--- src/rtl/ram_access_arbiter.sv ---
// rtl/ram_access_arbiter.sv - two-requester round-robin sequencer for a single-port RAM (optional clear mode: RAM_ARB_CLEAR_EN)
module ram_access_arbiter #(
    parameter int ADDR_W = 2,
    parameter int DATA_W = 8
) (
    input  logic              clk,
    input  logic              reset,
`ifdef RAM_ARB_CLEAR_EN
    input  logic              clr,
    output logic              busy,
`endif
    input  logic              req0,
    input  logic              we0,
    input  logic [ADDR_W-1:0] addr0,
    input  logic [DATA_W-1:0] wdata0,
    output logic              gnt0,
    output logic [DATA_W-1:0] rdata0,
    output logic              rvalid0,
    input  logic              req1,
    input  logic              we1,
    input  logic [ADDR_W-1:0] addr1,
    input  logic [DATA_W-1:0] wdata1,
    output logic              gnt1,
    output logic [DATA_W-1:0] rdata1,
    output logic              rvalid1,
    output logic [ADDR_W-1:0] ram_addr,
    output logic [DATA_W-1:0] ram_din,
    input  logic [DATA_W-1:0] ram_dout,
    output logic              ram_cs,
    output logic              ram_we,
    output logic              ram_rd
);

`ifdef RAM_ARB_CLEAR_EN
    typedef enum logic [1:0] {IDLE, ACCESS, CLEAR} state_t;
`else
    typedef enum logic [1:0] {IDLE, ACCESS} state_t;
`endif

    state_t state;
    state_t state_next;
    logic   rr_last;
    logic   grant_any;
    logic   sel;
`ifdef RAM_ARB_CLEAR_EN
    logic   start_clear;
`endif

    // State register
    always_ff @(posedge clk or posedge reset) begin
        if (reset) begin
            state <= IDLE;
        end else begin
            state <= state_next;
        end
    end

    // Next state and arbitration decision; clear has priority over both requesters
    always_comb begin
        state_next = state;
        grant_any  = 1'b0;
        sel        = 1'b0;
`ifdef RAM_ARB_CLEAR_EN
        start_clear = 1'b0;
`endif
        case (state)
            IDLE: begin
`ifdef RAM_ARB_CLEAR_EN
                if (clr) begin
                    start_clear = 1'b1;
                    state_next  = CLEAR;
                end else
`endif
                if (req0 || req1) begin
                    grant_any  = 1'b1;
                    sel        = (req0 && req1) ? ~rr_last : req1;
                    state_next = ACCESS;
                end
            end
            ACCESS: state_next = IDLE;
`ifdef RAM_ARB_CLEAR_EN
            CLEAR: begin
                if (ram_addr == {ADDR_W{1'b1}}) begin
                    state_next = IDLE;
                end
            end
`endif
            default: state_next = IDLE;
        endcase
    end

    // Registered RAM pins, grants and responses; strobes default low every cycle
    always_ff @(posedge clk or posedge reset) begin
        if (reset) begin
            rr_last  <= 1'b1;
            gnt0     <= 1'b0;
            gnt1     <= 1'b0;
            rdata0   <= '0;
            rdata1   <= '0;
            rvalid0  <= 1'b0;
            rvalid1  <= 1'b0;
            ram_addr <= '0;
            ram_din  <= '0;
            ram_cs   <= 1'b0;
            ram_we   <= 1'b0;
            ram_rd   <= 1'b0;
`ifdef RAM_ARB_CLEAR_EN
            busy     <= 1'b0;
`endif
        end else begin
            gnt0    <= 1'b0;
            gnt1    <= 1'b0;
            rvalid0 <= 1'b0;
            rvalid1 <= 1'b0;
            ram_cs  <= 1'b0;
            ram_we  <= 1'b0;
            ram_rd  <= 1'b0;
`ifdef RAM_ARB_CLEAR_EN
            busy    <= 1'b0;
`endif
            case (state)
                IDLE: begin
`ifdef RAM_ARB_CLEAR_EN
                    if (start_clear) begin
                        ram_cs   <= 1'b1;
                        ram_we   <= 1'b1;
                        ram_din  <= '0;
                        ram_addr <= '0;
                        busy     <= 1'b1;
                    end else
`endif
                    if (grant_any) begin
                        rr_last  <= sel;
                        ram_cs   <= 1'b1;
                        ram_addr <= sel ? addr1 : addr0;
                        ram_din  <= sel ? wdata1 : wdata0;
                        ram_we   <= sel ? we1 : we0;
                        ram_rd   <= sel ? ~we1 : ~we0;
                        gnt0     <= ~sel;
                        gnt1     <= sel;
                    end
                end
                ACCESS: begin
                    // gnt1 still marks the owner of the access that ends at this edge
                    if (ram_rd) begin
                        if (gnt1) begin
                            rdata1  <= ram_dout;
                            rvalid1 <= 1'b1;
                        end else begin
                            rdata0  <= ram_dout;
                            rvalid0 <= 1'b1;
                        end
                    end
                end
`ifdef RAM_ARB_CLEAR_EN
                CLEAR: begin
                    if (ram_addr != {ADDR_W{1'b1}}) begin
                        ram_cs   <= 1'b1;
                        ram_we   <= 1'b1;
                        busy     <= 1'b1;
                        ram_addr <= ram_addr + 1'b1;
                    end
                end
`endif
                default: ;
            endcase
        end
    end

endmodule

--- config.mk ---
export PLATFORM = sky130hd
export DESIGN_NAME = ram_access_arbiter
export DESIGN_NICKNAME = d
export VERILOG_FILES = /design/src/rtl/ram_access_arbiter.sv
export SDC_FILE = /design/constraint.sdc
export NUM_CORES = 1
export LEC_CHECK = 0
export ABC_CLOCK_PERIOD_IN_PS = 1300
export BUFFER_PORTS_ARGS = -buffer_cell sky130_fd_sc_hd__buf_2
export CORE_MARGIN = 4
export CORE_UTILIZATION = 30
export CTS_CLUSTER_SIZE = 20
export DETAILED_ROUTE_END_ITERATION = 16
export PLACE_DENSITY = 0.61
export REMOVE_ABC_BUFFERS = 1
export SYNTH_ARGS = -nofsm -noshare
export SYNTH_HDL_FRONTEND = slang
export SYNTH_SLANG_ARGS = --single-unit
--- constraint.sdc ---
create_clock -name clk -period 1.3 [get_ports clk]
set_input_delay 0.26 -clock clk [delete_from_list [all_inputs] [get_ports clk]]
set_output_delay 0.26 -clock clk [all_outputs]
set_load 0.005 [all_outputs]
After elaboration in Yosys (flattened, before gate mapping)
Index checks and enable logic that the tools add are counted.

Register bits: 36. Latch bits: 0. Memory bits (writable): 0. Memory bits (read-only): 0. Bits of input ports: 34. Output and inout bits: 33. Logic and storage cells: 53. Memories: 0.

$add $sub $neg: 0. Multiply operators: 0. Div/mod/pow operators: 0. $lt $le $gt $ge: 0. Eq/ne operators: 2. Shift operators: 0. Mux-type cells: 27. Bitwise logic cells: 5. Reduce and logical (&&, ||, !) cells: 6.

Operators by type and width (count): $mux W1 (23); $mux W8 (1); $mux W2 (3); $reduce_and A3 Y1 (2); $not A1 Y1 (5); $eq A2 B1 Y1 const B (1); $logic_not A2 Y1 (1); $ne A2 B2 Y1 const B (1); $reduce_and A2 Y1 (1); $logic_and A1 B1 Y1 (1); $logic_or A1 B1 Y1 (1).

Longest topological paths before layout
Gate-level depths: netlist of run 1.

Depth in word-level cells: 7. Mapped depth: 6. Mapped depth without buffers: 4.

Worst setup path after synthesis of run 1
No wires, ideal clock.

Kind: flip-flop to flip-flop. Start point: reg rr_last. End point: reg ram_addr[0]. Arrival time: 1.163 ns. Data required time: 1.174 ns. Setup slack: 0.012 ns. Cell stages (with the launch flop): 5. Path buffers: 1. Clock period less this slack: 1.288 ns. Cell sequence: dfstp_2 -> and2_1 -> buf_2 -> nor2_1 -> a221o_1.

Cells in the longest elaborated chain, start to end: 5.

RTL lines: start, declared (line 42) `logic rr_last;`; start signal, assigned (line 133) `rr_last <= sel;`; $not A1 Y1 (line 76) `sel = (req0 && req1) ? ~rr_last : req1;`; $mux W1 (line 76); $mux W1 (line 74) `if (req0 || req1) begin`; $mux W1 (line 66) `case (state)`; $mux W2 (line 135) `ram_addr <= sel ? addr1 : addr0;`; end signal, assigned (line 135); end, declared (line 26) `output logic [ADDR_W-1:0] ram_addr,`.

No other way between the ends. A chain may end at the register's enable or synchronous reset.

Worst setup path in the final report of run 1
Start point: reg state[0]. End point: reg ram_addr[0].

Cells in the longest elaborated chain, start to end: 3. Elaborated cells on any way between the ends: 5. Those cells by class: mux (3); reduce/logical (2).

RTL lines: start, declared (line 40) `state_t state;`; start signal, assigned (line 54) `state <= state_next;`; $logic_not A2 Y1 (*) (line 66, 121); $mux W1 (line 66); $mux W2 / $reduce_and A2 Y1 (equally long branches).

Every way passes the cells marked *; elsewhere a longest branch is shown, timed or not.

==> results.sh, run 1 <==
export IMPL_status="complete, no violations"
export IMPL_synth_top_family_by_area="compound AO/OA/AOI/OAI gates"
export IMPL_maxCapViolations=0
export IMPL_path_class="reg2reg"
export IMPL_cts_path_max_buffers=2
export IMPL_start_kind="flip-flop"
export IMPL_coreArea_um2=4440
export IMPL_clock_skew_final_ns=0.00612
export IMPL_fin_ws_ns=0.0295
export IMPL_area_growth_synth_to_final_pct=43.9
export IMPL_cts_max_level=2
export IMPL_start_util_pct=31.7
export IMPL_diodes=0
export IMPL_crit_chain="o21bai_2 > and2_1 > a221o_1"
export IMPL_ir_drop_mv=0.653
export IMPL_critical_path_max_stage_delay_ns=0.45
export IMPL_synth_xor_area_share_pct=0
export IMPL_die_y_um=76.5
export IMPL_synth_seq_cells=35
export IMPL_cts_inserted_buffers=5
export IMPL_route_detailed_wl_per_inst_um=14.1
export IMPL_setup_viol=0
export IMPL_cts_tree="yes"
export IMPL_grt_usage_pct=12.2
export IMPL_p_leak_uw=0.000994
export IMPL_pre_cts_slack_ns=0.0410
export IMPL_ys_seq_area_share_pct=62.3
export IMPL_drt_iter0_drc=25
export IMPL_worst_r2r_cell_count=3
export IMPL_crit_reg2reg_launch="state[0]"
export IMPL_synth_top_cell_by_area="dfrtp_1"
export IMPL_yosys_warnings=0
export IMPL_drive_above_1_share_pct=56.7
export IMPL_synth_enable_flop_cells=0
export IMPL_synth_compound_area_share_pct=15.5
export IMPL_crit_path_end_kind="flip-flop"
export IMPL_dr_total_vias=1151
export IMPL_synth_top_area_share_pct=60.4
export IMPL_report_final_slew_viol_count=0
export IMPL_yosys_cell_types_count=22
export IMPL_drc=0
export IMPL_cp_data_arrival_time_ns=1.44
export IMPL_crit_reg2reg_capture="ram_addr[0]"
export IMPL_worstPathMaxFanout=6
export IMPL_vias_per_cell=4.82
export IMPL_antenna_found_initial=0
export IMPL_slowest_stage="dfrtp_2"
export IMPL_syn_inst=109
export IMPL_grt_pass1_wl_mm=5.71
export IMPL_hold_class="in2async"
export IMPL_place_inst=231
export IMPL_stdcell_count=239
export IMPL_synth_avg_cell_area_um2=12.9
export IMPL_power_density_nw_per_um2=1790
export IMPL_layout_nets=220
export IMPL_die_area_um2=5860
export IMPL_drt_total_wl_mm=3.37
export IMPL_ios=67
export IMPL_portBuffers=66
export IMPL_postLayoutCoreUtil_pct=45.6
export IMPL_power_uw=3620
export IMPL_hold_viol=0
export IMPL_ys_top_cells_by_area="dfrtp_1 (60%), mux2_2 (13%), o2111ai_1 (5.0%)"
export IMPL_yosysMostFrequentCell="dfrtp_1"
export IMPL_synth_simple_area_share_pct=5.68
export IMPL_regToRegSetupSlack_ns=0.03
export IMPL_clock_fmax_ghz=0.787
export IMPL_hpwl_mm=2.57
export IMPL_critPathRequiredTime_ns=1.47
export IMPL_cts_hold_fix_buffers=0
export IMPL_rsz0062_at_grt="yes"
export IMPL_clk_pin_slew_worst_paths_ns=0.07
export IMPL_gp_congestion=0.761
export IMPL_antenna_left=0
export IMPL_synth_main_ff_cell="dfrtp_1"
export IMPL_async_reset_ff_share_pct=100
export IMPL_grt_overflow=0
export IMPL_grt_start_max_net_pins=36
export IMPL_post_route_min_period_ns=1.27
export IMPL_clock_latency_ns=0.28
export IMPL_hold_ws_ns=0.0155
export IMPL_period_share_pct=97.7
export IMPL_synthTopCellsByCount="dfrtp_1 (34), mux2_2 (16), nor2_1 (8), o2111ai_1 (8), o21ai_0 (8)"
export IMPL_muxShareOfSynthArea_pct=12.8
export IMPL_dieWidth_um=76.5
export IMPL_synth_area_um2=1410
export IMPL_grt_pass1_vias=1201
export IMPL_synthAdderAreaFrac_pct=0
export IMPL_root_buffer="clkbuf_8"
export IMPL_firstDrtPassIters=4
export IMPL_cts_sinks=35
export IMPL_tightest_slew_ns=0.320
export IMPL_rows=24
export IMPL_maxSlewHeadroom_pct=78.6
-- power by group --
group	internal [µW]	total, µW	switching (µW)
clock	766	1140	370
combinational	528	923	395
sequential	1420	1560	144
-- cell usage in the layout, fill, tap and decap left out, types with 2 or more instances in the layout --
cell type and instances:
bufinv_16 2, nor2_1 7, o2111ai_1 7, buf_2 66, a221o_1 3, dfrtp_1 33
and2_1 4, buf_4 5, clkbuf_8 5, o21ai_0 6, buf_12 3, a31oi_1 7
o21ai_1 2, mux2_2 16, inv_1 5
-- final cells by class --
type / count / area, µm²
clock buffer: 6 / 72.6
clock inverter: 2 / 60.1
fill: 443 / 2420
inverter: 8 / 32.5
multi-input combinational: 62 / 490
sequential: 35 / 878
tap: 52 / 65.1
timing repair buffer: 74 / 428
-- timing repair --
item                                    in CTS  in global routing
endpoints found under the setup margin       0                 12
setup buffers                                0                  0
gates resized for setup                      0                  7
-- metal layers --
| metal | GRT usage (%) | vias up | routed length (µm) |
|---|---|---|---|
| li1 | - | 555 | - |
| met1 | 15.3 | 548 | 1450 |
| met2 | 20.3 | 48 | 1690 |
| met3 | 4.61 | 0 | 226 |
| met4 | 2.17 | 0 | 0 |
| met5 | 0 | - | 0 |
-- logic make-up after synthesis --
family / Yosys count
flops: 35
compound gates: 30
simple gates: 16
mux: 16
buf+inv: 12
-- worst max-delay path: cells and delay by family, from the launching register on --
kind | cells | cell delay, ns
DFF | 1 | 0.45
AOI/OAI and AO/OA | 2 | 0.53
and+or+nand+nor | 1 | 0.19
-- sequential cells by signal, indices dropped and copies added (netlist names) --
name,flops
ram_we,1
ram_din,8
gnt0,1
ram_rd,1
rvalid0,1
gnt1,1
ram_cs,1
ram_addr,2
rr_last,1
rdata0,8
rvalid1,1
state,1
rdata1,8
-- worst max path at each step --
stage / from / cells past startpoint / endpoint
2_1_floorplan: rr_last / 3 / ram_addr[0]
6_report: state[0] / 3 / ram_addr[0]
5_1_grt: rr_last / 3 / ram_din[5]
4_1_cts: rr_last / 3 / ram_din[5]
3_5_place_dp: rr_last / 3 / ram_addr[0]
3_3_place_gp: rr_last / 3 / ram_din[5]
-- metrics by stage --
| step | area [µm²] | TNS [ns] |
|---|---|---|
| 3_5_place_dp | 1880 | 0 |
| 6_report | 2030 | 0 |
| 2_1_floorplan | 1390 | 0 |
| 3_3_place_gp | 1880 | 0 |
| 4_1_cts | 2010 | 0 |
| 5_1_grt | 2030 | -0.0913 |
Note: power is estimated with default switching activity, not from simulation.
==> inputs of run 2 (changes only) <==
- ABC_CLOCK_PERIOD_IN_PS: 1300 -> 1450
- CTS_CLUSTER_DIAMETER: unset -> 100
- PLACE_DENSITY: 0.61 -> 0.59
- clock period: 1.3 -> 1.45 ns (I/O delays scaled with it)
==> results.sh, run 2 (same netlist as run 1, synthesis figures left out) <==
export IMPL_cts_inserted_buffers=5
export IMPL_cts_sinks=35
export IMPL_largestRegisters="ram_din (8), rdata0 (8), rdata1 (8)"
export IMPL_rows=24
export IMPL_tightest_slew_ns=0.434
export IMPL_drc=0
export IMPL_drt_iter0_drc=33
export IMPL_post_route_min_period_ns=1.36
export IMPL_critPathRequiredTime_ns=1.67
export IMPL_grt_met2_usage_pct=20.2
export IMPL_clk_pin_slew_worst_paths_ns=0.07
export IMPL_cts_path_max_buffers=2
export IMPL_setup_viol=0
export IMPL_tns_ns=0
export IMPL_grt_overflow=0
export IMPL_use_met1_pct=13.2
export IMPL_ir_drop_mv=0.356
export IMPL_cts_tree="yes"
export IMPL_layout_nets=218
export IMPL_start_kind="flip-flop"
export IMPL_final_common_cell="buf_2"
export IMPL_grt_pass1_vias=1156
export IMPL_cp_data_arrival_time_ns=1.58
export IMPL_vias_per_cell=4.90
export IMPL_root_buffer="clkbuf_8"
export IMPL_p_leak_uw=0.000944
export IMPL_die_y_um=76.5
export IMPL_critical_path_max_stage_delay_ns=0.53
export IMPL_grt_usage_pct=12.1
export IMPL_gp_congestion=0.771
export IMPL_slowest_stage="dfstp_2"
export IMPL_status="complete, no violations"
export IMPL_hold_viol=0
export IMPL_pre_cts_slack_ns=0.114
export IMPL_crit_chain="clkinv_1 > a211oi_2 > a221o_1"
export IMPL_antenna_found_initial=0
export IMPL_clock_latency_ns=0.28
export IMPL_firstDrtPassIters=4
export IMPL_fin_ws_ns=0.0878
export IMPL_busiest_layer="met2"
export IMPL_use_met3_pct=5.32
export IMPL_rsz0062_at_grt="no"
export IMPL_report_final_slew_viol_count=0
export IMPL_antenna_left=0
export IMPL_final_cell_mix="buf_2 (66), dfrtp_1 (34), mux2_2 (16)"
export IMPL_period_share_pct=93.9
export IMPL_hold_class="in2async"
export IMPL_grt_start_max_net_pins=36
export IMPL_dr_total_vias=1162
export IMPL_place_inst=229
export IMPL_clock_skew_final_ns=0.00332
export IMPL_maxSlewHeadroom_pct=71.1
export IMPL_stdcell_count=237
export IMPL_coreArea_um2=4440
export IMPL_postLayoutCoreUtil_pct=42.9
export IMPL_clock_fmax_ghz=0.734
export IMPL_start_util_pct=31.7
export IMPL_power_density_nw_per_um2=1500
export IMPL_portBuffers=66
export IMPL_diodes=0
export IMPL_cts_max_level=2
export IMPL_fillCellCount=443
export IMPL_worstPathMaxFanout=6
export IMPL_route_detailed_wl_per_inst_um=14.5
export IMPL_postCtsSetupRepairBufs=0
export IMPL_regToRegSetupSlack_ns=0.09
export IMPL_path_class="reg2reg"
export IMPL_cts_resized=0
export IMPL_hpwl_mm=2.72
export IMPL_maxCapViolations=0
export IMPL_ios=67
export IMPL_die_area_um2=5860
export IMPL_cts_hold_fix_buffers=0
export IMPL_dieWidth_um=76.5
export IMPL_drive_above_1_share_pct=53.5
export IMPL_crit_path_end_kind="flip-flop"
export IMPL_drt_total_wl_mm=3.44
export IMPL_grt_pass1_wl_mm=5.59
export IMPL_area_growth_synth_to_final_pct=35.4
-- run 2: cell types whose count changed in the layout (fill, tap and decap cells not counted), moves of 2 or more --
cell / previous run / this run
buf_12: 3 / 0
bufinv_16: 2 / 0
o21ai_0: 6 / 8
o21ai_1: 2 / 0
-- run 2: through the flow --
stage | area [µm²] | total power, µW | hold WS [ns]
after detailed placement | 1830 | 2250 | 0.413
after CTS | 1910 | 2910 | 0.111
after global placement | 1830 | 2210 | 0.402
final | 1910 | 2870 | 0.102
after floorplan | 1390 | 1800 | 0.403
after global routing | 1910 | 3060 | 0.138
-- run 2: worst paths after layout --
check | from | endpoint | cells after the start
worst max-delay path | rr_last | ram_din[5] | 3
min in group clk | addr0[0] | ram_addr[0] | 2
max in group asynchronous | reset | rr_last | 3
worst min-delay path | reset | gnt0 | 3
worst max register to register | rr_last | ram_din[5] | 3
worst min register to register | rdata0[2] | rdata0[2] | 1
-- run 2: cell type report --
class,count,area (µm²),share of cell area (%)
Clock buffer,7,76.3,4.00
Multi-Input combinational cell,62,479,25.1
Tap cell,52,65.1,3.41
Timing Repair Buffer,72,375,19.7
Inverter,8,30.0,1.57
Sequential cell,35,877,46.0
Clock inverter,1,5.00,0.262
-- run 2: worst max-delay path, delay by kind of cell, from the launching register on --
kind	cells	cell delay, ns
AOI/OAI and AO/OA	2	0.61
buffers and inverters	1	0.16
DFF	1	0.53
-- run 2: report_power, final --
part | leakage [µW] | switching (µW) | internal [µW]
Combinational | 0.000486 | 351 | 453
Sequential | 0.000416 | 138 | 1270
Clock | 0.0000422 | 319 | 336
-- run 2: routing by layer --
layer	wire length [µm]	share of wire [%]
met1	1410	41
met2	1670	48
met3	285	8.3
met4	80	2.3
met5	0	0
